<file path="config.mk">
export PLATFORM = sky130hd
export DESIGN_NAME = token_multiplier
export DESIGN_NICKNAME = d
export VERILOG_FILES = /design/src/rtl/token_multiplier.sv
export SDC_FILE = /design/constraint.sdc
export NUM_CORES = 1
export LEC_CHECK = 0
export ABC_AREA = 0
export ABC_CLOCK_PERIOD_IN_PS = 6900
export CORE_AREA = 2 2 53 43
export CTS_BUF_LIST = sky130_fd_sc_hd__clkbuf_4 sky130_fd_sc_hd__clkbuf_8
export CTS_CLUSTER_DIAMETER = 50
export DETAILED_ROUTE_END_ITERATION = 8
export DIE_AREA = 0 0 55 45
export GPL_ROUTABILITY_DRIVEN = 0
export GPL_TIMING_DRIVEN = 0
export PLACE_DENSITY_LB_ADDON = 0.08
export SYNTH_ARGS = -nofsm -noshare
export SYNTH_HDL_FRONTEND = slang
export SYNTH_SLANG_ARGS = --single-unit
</file>
<file path="constraint.sdc">
create_clock -name clk -period 6.9 [get_ports clk]
set_clock_uncertainty 0.2 [all_clocks]
set_input_delay 1.725 -clock clk [delete_from_list [all_inputs] [get_ports clk]]
set_output_delay 1.725 -clock clk [all_outputs]
set_load 0.05 [all_outputs]
</file>
<file path="src/rtl/token_multiplier.sv">
// token_multiplier: serial token expander.
// Each '1' on `a` is replayed as f = min(factor, MAX_FACTOR) consecutive '1's on `b`.
// The first copy goes out in the same cycle the token arrives. Copies that are still
// owed are held in `pending` and emitted one per cycle, in arrival order.
// If the backlog would exceed MAX_PENDING, the block latches a sticky overflow error.
// While in error, pending is frozen and b stays 0. Only rst clears the error.
//
// Ports:
//   clk      in   rising-edge clock
//   rst      in   asynchronous, active-high reset
//   a        in   incoming token stream, one bit per cycle
//   factor   in   multiplication factor for a token on `a` this cycle (clamped)
//   b        out  expanded token stream
//   pending  out  registered count of owed tokens not yet emitted
//   busy     out  pending != 0
//   overflow out  sticky backlog-overflow flag (registered)
module token_multiplier #(
    parameter int unsigned MAX_FACTOR  = 4,
    parameter int unsigned MAX_PENDING = 200,
    localparam int unsigned FW = $clog2(MAX_FACTOR + 1),
    localparam int unsigned PW = $clog2(MAX_PENDING + MAX_FACTOR + 1)
) (
    input  logic          clk,
    input  logic          rst,
    input  logic          a,
    input  logic [FW-1:0] factor,
    output logic          b,
    output logic [PW-1:0] pending,
    output logic          busy,
    output logic          overflow
);

    localparam logic [FW-1:0] MaxF = FW'(MAX_FACTOR);
    localparam logic [PW-1:0] MaxP = PW'(MAX_PENDING);

    typedef enum logic {StRun, StError} state_e;

    state_e        state_q, state_d;
    logic [PW-1:0] pending_q, pending_d;

    logic [FW-1:0] f;
    logic [PW-1:0] demand;
    logic [PW-1:0] total;
    logic [PW-1:0] next;

    always_comb begin
        f      = (factor > MaxF) ? MaxF : factor;
        demand = a ? PW'(f) : '0;
        // PW is sized so that pending_q + MAX_FACTOR cannot wrap.
        total  = pending_q + demand;
        // The cycle that causes the overflow still emits a copy. Only later cycles are
        // silenced.
        b      = (total != '0) && (state_q == StRun) && !rst;
        next   = total - {{(PW-1){1'b0}}, b};

        state_d   = state_q;
        pending_d = pending_q;
        if (state_q == StRun) begin
            if (next > MaxP) begin
                // Discard the offending demand and keep the old backlog.
                state_d = StError;
            end else begin
                pending_d = next;
            end
        end
    end

    always_ff @(posedge clk or posedge rst) begin
        if (rst) begin
            state_q   <= StRun;
            pending_q <= '0;
        end else begin
            state_q   <= state_d;
            pending_q <= pending_d;
        end
    end

    assign pending  = pending_q;
    assign busy     = (pending_q != '0);
    assign overflow = (state_q == StError);

endmodule

</file>
### Yosys cells after proc, flatten, opt, wreduce, memory -nomap -nowiden

Cells that the tools add are included.

* memories: 0
* bits in latches: 0
* bits in registers: 9
* bits in read-only memories: 0
* RAM bits: 0
* input bits: 6
* output and inout port bits: 11

* shift-type cells: 0
* reductions and logical operators: 6
* divide/modulo/power cells: 0
* bitwise operators: 2
* add/subtract/negate cells: 2
* order comparisons: 2
* multiplexer cells: 4
* equal/unequal tests: 0
* $mul: 0

Operator list (count)
* nonzero test 8 bit: 2
* adder 8 x 3 -> 8 bit: 1
* greater-than comparator 8 bit, second input constant: 1
* subtractor 8 x 1 -> 8 bit: 1
* two-way mux 3 bit: 2
* greater-than comparator 3 bit, second input constant: 1
* logical AND 1 bit: 2
* two-way mux 1 bit: 2
* NOT 1 bit: 2
* AND reduction 2 bit: 1
* zero test 1 bit: 1

### Depth between registers and ports, before layout

* word-level depth: 11
* mapped depth: 16

### Worst setup path before layout

Ideal clock, no wire load.

* path kind: input port to flip-flop
* start: in a
* end: reg pending_q[2] (netlist: pending[2])
* setup slack: 94 ps
* cell stages on the path: 16
* arrival time: 6481 ps
* path buffers: 0
* path through: and3b_1 -> ha_1 -> fa_1 -> a21oi_2 -> mux2i_1 -> a21oi_1 -> nor4_1 -> a211oi_1 -> ha_1 -> or3b_1 -> o22a_2 -> or3_1 -> o2111ai_2 -> a21oi_2 -> or2_4 -> mux2_4

* longest elaborated chain between the ends: 9

RTL lines
* from (decl): RTL line 25 `input logic a,`
* two-way mux 3 bit *: RTL line 48 `demand = a ? PW'(f) : '0;`
* adder 8 x 3 -> 8 bit *: RTL line 50 `total = pending_q + demand;`
* nonzero test 8 bit *: RTL line 53 `b = (total != '0) && (state_q == StRun) && !rst;`
* logical AND 1 bit * (2 in series): RTL line 53
* named net b: RTL line 27 `output logic b,`
* subtractor 8 x 1 -> 8 bit *: RTL line 54 `next = total - {{(PW-1){1'b0}}, b};`
* greater-than comparator 8 bit: RTL line 59 `if (next > MaxP) begin`
* NOT 1 bit (no line)
* AND reduction 2 bit (no line)
* to (signal assigned): RTL line 74 `pending_q <= pending_d;`
* to (decl): RTL line 39 `logic [PW-1:0] pending_q, pending_d;`

Mark *: on every way through the listed nets, which the timed path passes. The rest lies on a longest branch.
A chain may end at the register's enable or synchronous reset.

### Final worst setup path

* start: in factor[2]
* end: out b

* longest elaborated chain between the ends: 7

RTL lines
* from (decl): RTL line 26 `input logic [FW-1:0] factor,`
* greater-than comparator 3 bit: RTL line 47 `f = (factor > MaxF) ? MaxF : factor;`
* two-way mux 3 bit *: RTL line 47
* two-way mux 3 bit *: RTL line 48
* adder 8 x 3 -> 8 bit *: RTL line 50
* nonzero test 8 bit *: RTL line 53
* logical AND 1 bit * (2 in series): RTL line 53
* to (decl): RTL line 27

Mark *: on every way between the ends. The rest lies on a longest branch, timed or not.

==> key figures <==
Floorplan
  – Total die area: 2480 um2
  – Die Ht: approximately 45 um
  – # IOs: 17
  – Core area: 1930 um2
  – FP Rows: 14
  – Die X: 55 um
  – Starting Density: 0.528

GRT
  – First-pass GRT wire length: 3880 um
  – Initial antenna violation count: 0
  – All-Layer GR Usage: 0.222
  – Vias in the first global route: 814
  – GRT overflow: 0
  – Pin count of the biggest net entering global routing: 11

Synth
  – Post-synth EDFFs: 0
  – Avg Cell Area, Syn: ~9.3 um2
  – Synth Register Bits: 9
  – Post-Syn Area: 1020 um2
  – Sequential element share of the synthesized area: 0.221
  – Syn nets: 121
  – Ys flop type: dfrtp_1
  – Post-synth cell types: between 40 and 50
  – Post-Synthesis Cells: 109
  – Synth warn: 0
  – Synth async-reset ratio: 1.00

Critical path
  – Max stage delay on crit path: 0.49 ns
  – Path depth of the worst reg2reg path: 15
  – Crit path buf inv count: 2
  – Critical path capture point type: primary output
  – Reg2reg start: pending[0]$_DFFE_PP0P_
  – Worst path cell trace: clkdlybuf4s50_1 > and3b_1 > ha_1 > fa_1 > a21oi_2 > mux2i_1 > a21oi_1 > nor4_1 > a211oi_1 > clkbuf_2
  – Reg2reg setup slack: around 2.1 ns
  – CP max FO: 5
  – R2R Path End: pending[2]$_DFFE_PP0P_
  – Critical path type: in2out
  – Slowest cell on crit path: clkdlybuf4s50_1
  – Setup crit start: factor[2]
  – CP delay by family, top: compound AO/OA/AOI/OAI gates
  – Worst Path Required: 4.97 ns
  – CP startpoint kind: input pin
  – Crit path arrival time: 4.61 ns

Timing
  – RSZ-0062 raised after global routing: no
  – Final Max Tran Viols: 0
  – Final Hold Viols: 0
  – Actual slew at the worst max-slew pin: 0.556 ns
  – Min cycle time layout: around 6.5 ns
  – Max Clk Rate: 153 MHz
  – Setup violators final: 0
  – Rel. slew slack: 0.626
  – PnR worst setup slack: roughly 0.37 ns
  – Period utilization: 0.947

Layout
  – Post-layout util: 0.640
  – # diodes: 0
  – Post-route cell area: about 1200 um2
  – Nets: 142
  – Area Overhead vs Synth: 21.2%
  – Share of layout cells above drive strength 1: 0.202
  – FILL cells: between 150 and 200

Power
  – Worst VDD drop: 0.348 mV
  – Lkg Pwr: 0.485 nW
  – PD cells: 516 nW/um2
  – Post-layout power: 0.635 mW

Min path
  – Hold Crit Start: pending[2]$_DFFE_PP0P_
  – Hold endpoint: pending[2]$_DFFE_PP0P_
  – Worst Hold Path Cells: 1
  – Min-delay worst type: reg2reg

Clock network
  – H-tree Lvls: 1
  – Clk_lat worst skew: between 0.2 and 0.3 ns
  – Clk root buf: clkbuf_4
  – CTS tree: built
  – Worst-path clk slew: approximately 0.06 ns
  – # Post-CTS Setup Buffers: 0
  – CTS Buffer Depth: 2
  – # clock sinks: 9
  – Num CTS Buffers: 3

Placed design
  – IO Port Bufs: 16
  – Post-DP HPWL: around 1900 um
  – Pre-CTS WS: -0.180 ns
  – Placed Area: 1210 um2

Routing
  – Post-Route WL: 2340 um
  – Wire per inst: 15.3 um
  – DRC violations left: 0
  – Vias: 907
  – Drt pass-1 iters: 4
  – DRT iter0 DRCs: 26
  – Vias per Instance: 5.93
  – Antenna viol nets, final: 0

Outcome
  – Outcome: finished, final reports clean

Run
  – Max cap viols: 0
-- kinds of logic (layout without fill, tap and decap cells) --
family / after synthesis / after routing / synth area share
flip-flops: 9 / 9 / 0.221
adder cells (fa/ha/maj): 6 / 6 / 0.0812
XOR/XNOR: 14 / 14 / 0.169
multiplexers: 3 / 3 / 0.0344
AND/OR/NAND/NOR: 46 / 46 / 0.271
AO/OA/AOI/OAI: 25 / 25 / 0.185
buffers and inverters: 6 / 26 / 0.0394
-- routing by layer --
metal / global-route usage / share of wire / up-vias
met5: 0 / 0 / -
met4: 0.0585 / 0.0026 / 0
met3: 0.0199 / 0.037 / 2
met2: 0.333 / 0.46 / 23
met1: 0.342 / 0.50 / 432
li1: - / - / 450
-- synth_stat cells (2+ instances only) --
| cell | instances | area share |
|---|---|---|
| a21oi_1 | 3 | 0.015 |
| a21oi_2 | 2 | 0.017 |
| a31oi_1 | 4 | 0.025 |
| and3b_1 | 2 | 0.017 |
| dfrtp_1 | 9 | 0.22 |
| ha_1 | 5 | 0.062 |
| inv_1 | 4 | 0.015 |
| mux2i_1 | 2 | 0.020 |
| nand2_1 | 5 | 0.018 |
| nand2b_1 | 4 | 0.025 |
| nand3_1 | 2 | 0.0098 |
| nor2_1 | 8 | 0.030 |
| nor2_4 | 2 | 0.022 |
| nor3_1 | 6 | 0.030 |
| nor4_1 | 4 | 0.025 |
| o21ai_0 | 4 | 0.020 |
| o22ai_1 | 2 | 0.012 |
| or2_2 | 3 | 0.018 |
| or3_1 | 3 | 0.018 |
| or3b_1 | 2 | 0.017 |
| xnor2_1 | 8 | 0.069 |
| xor2_1 | 2 | 0.017 |
-- placed cells by master, fill, tap and decap left out, types with 3 or more instances in the layout --
| master | count |
|---|---|
| clkdlybuf4s50_1 | 15 |
| dfrtp_1 | 9 |
| xnor2_1 | 8 |
| nor2_1 | 8 |
| nor3_1 | 6 |
| nand2_1 | 5 |
| ha_1 | 5 |
| nor4_1 | 4 |
| nand2b_1 | 4 |
| inv_1 | 4 |
| a31oi_1 | 4 |
| o21ai_0 | 4 |
| clkbuf_4 | 4 |
| or3_1 | 3 |
| or2_2 | 3 |
| a21oi_1 | 3 |
-- flip-flops by register name, indices dropped and copies added (netlist names) --
| signal | cells |
|---|---|
| pending | 8 |
| overflow | 1 |
-- area by class of cell --
cell class	count	area (um2)	area share
inverter	4	15.0	0.0122
sequential	9	225	0.183
clock buffer	4	30.0	0.0244
tap	24	30.0	0.0244
buffer	2	25.0	0.0203
multi-input combinational	94	752	0.610
timing repair buffer	16	155	0.126
-- where the power goes --
part	total (mW)	switching, mW	internal [mW]
sequential	0.117	0.0380	0.0786
combinational	0.476	0.280	0.196
clock	0.0425	0.0164	0.0261
-- worst max path at each step --
stage                             endpoint  slack [ns]  cells after the start
global route        pending[2]$_DFFE_PP0P_        0.10                     17
CTS                                      b        0.12                     10
detailed placement                       b       -0.18                     10
floorplan           pending[2]$_DFFE_PP0P_        0.09                     16
global placement                         b       -0.13                     10
finish                                   b        0.37                     10
-- metrics by stage --
step                      TNS, ns  instances  hold slack [ns]
final                           0        153            0.442
after global routing            0        153            0.467
after CTS                       0        153            0.438
after detailed placement   -0.180        149            0.423
after global placement     -0.127        149            0.392
after floorplan                 0        109            0.649
-- repair_timing --
item	in CTS	in global routing
resized for setup	1	3
endpoints found under the setup margin	1	1
hold buffers	0	0
(Power assumes the default switching activity.)
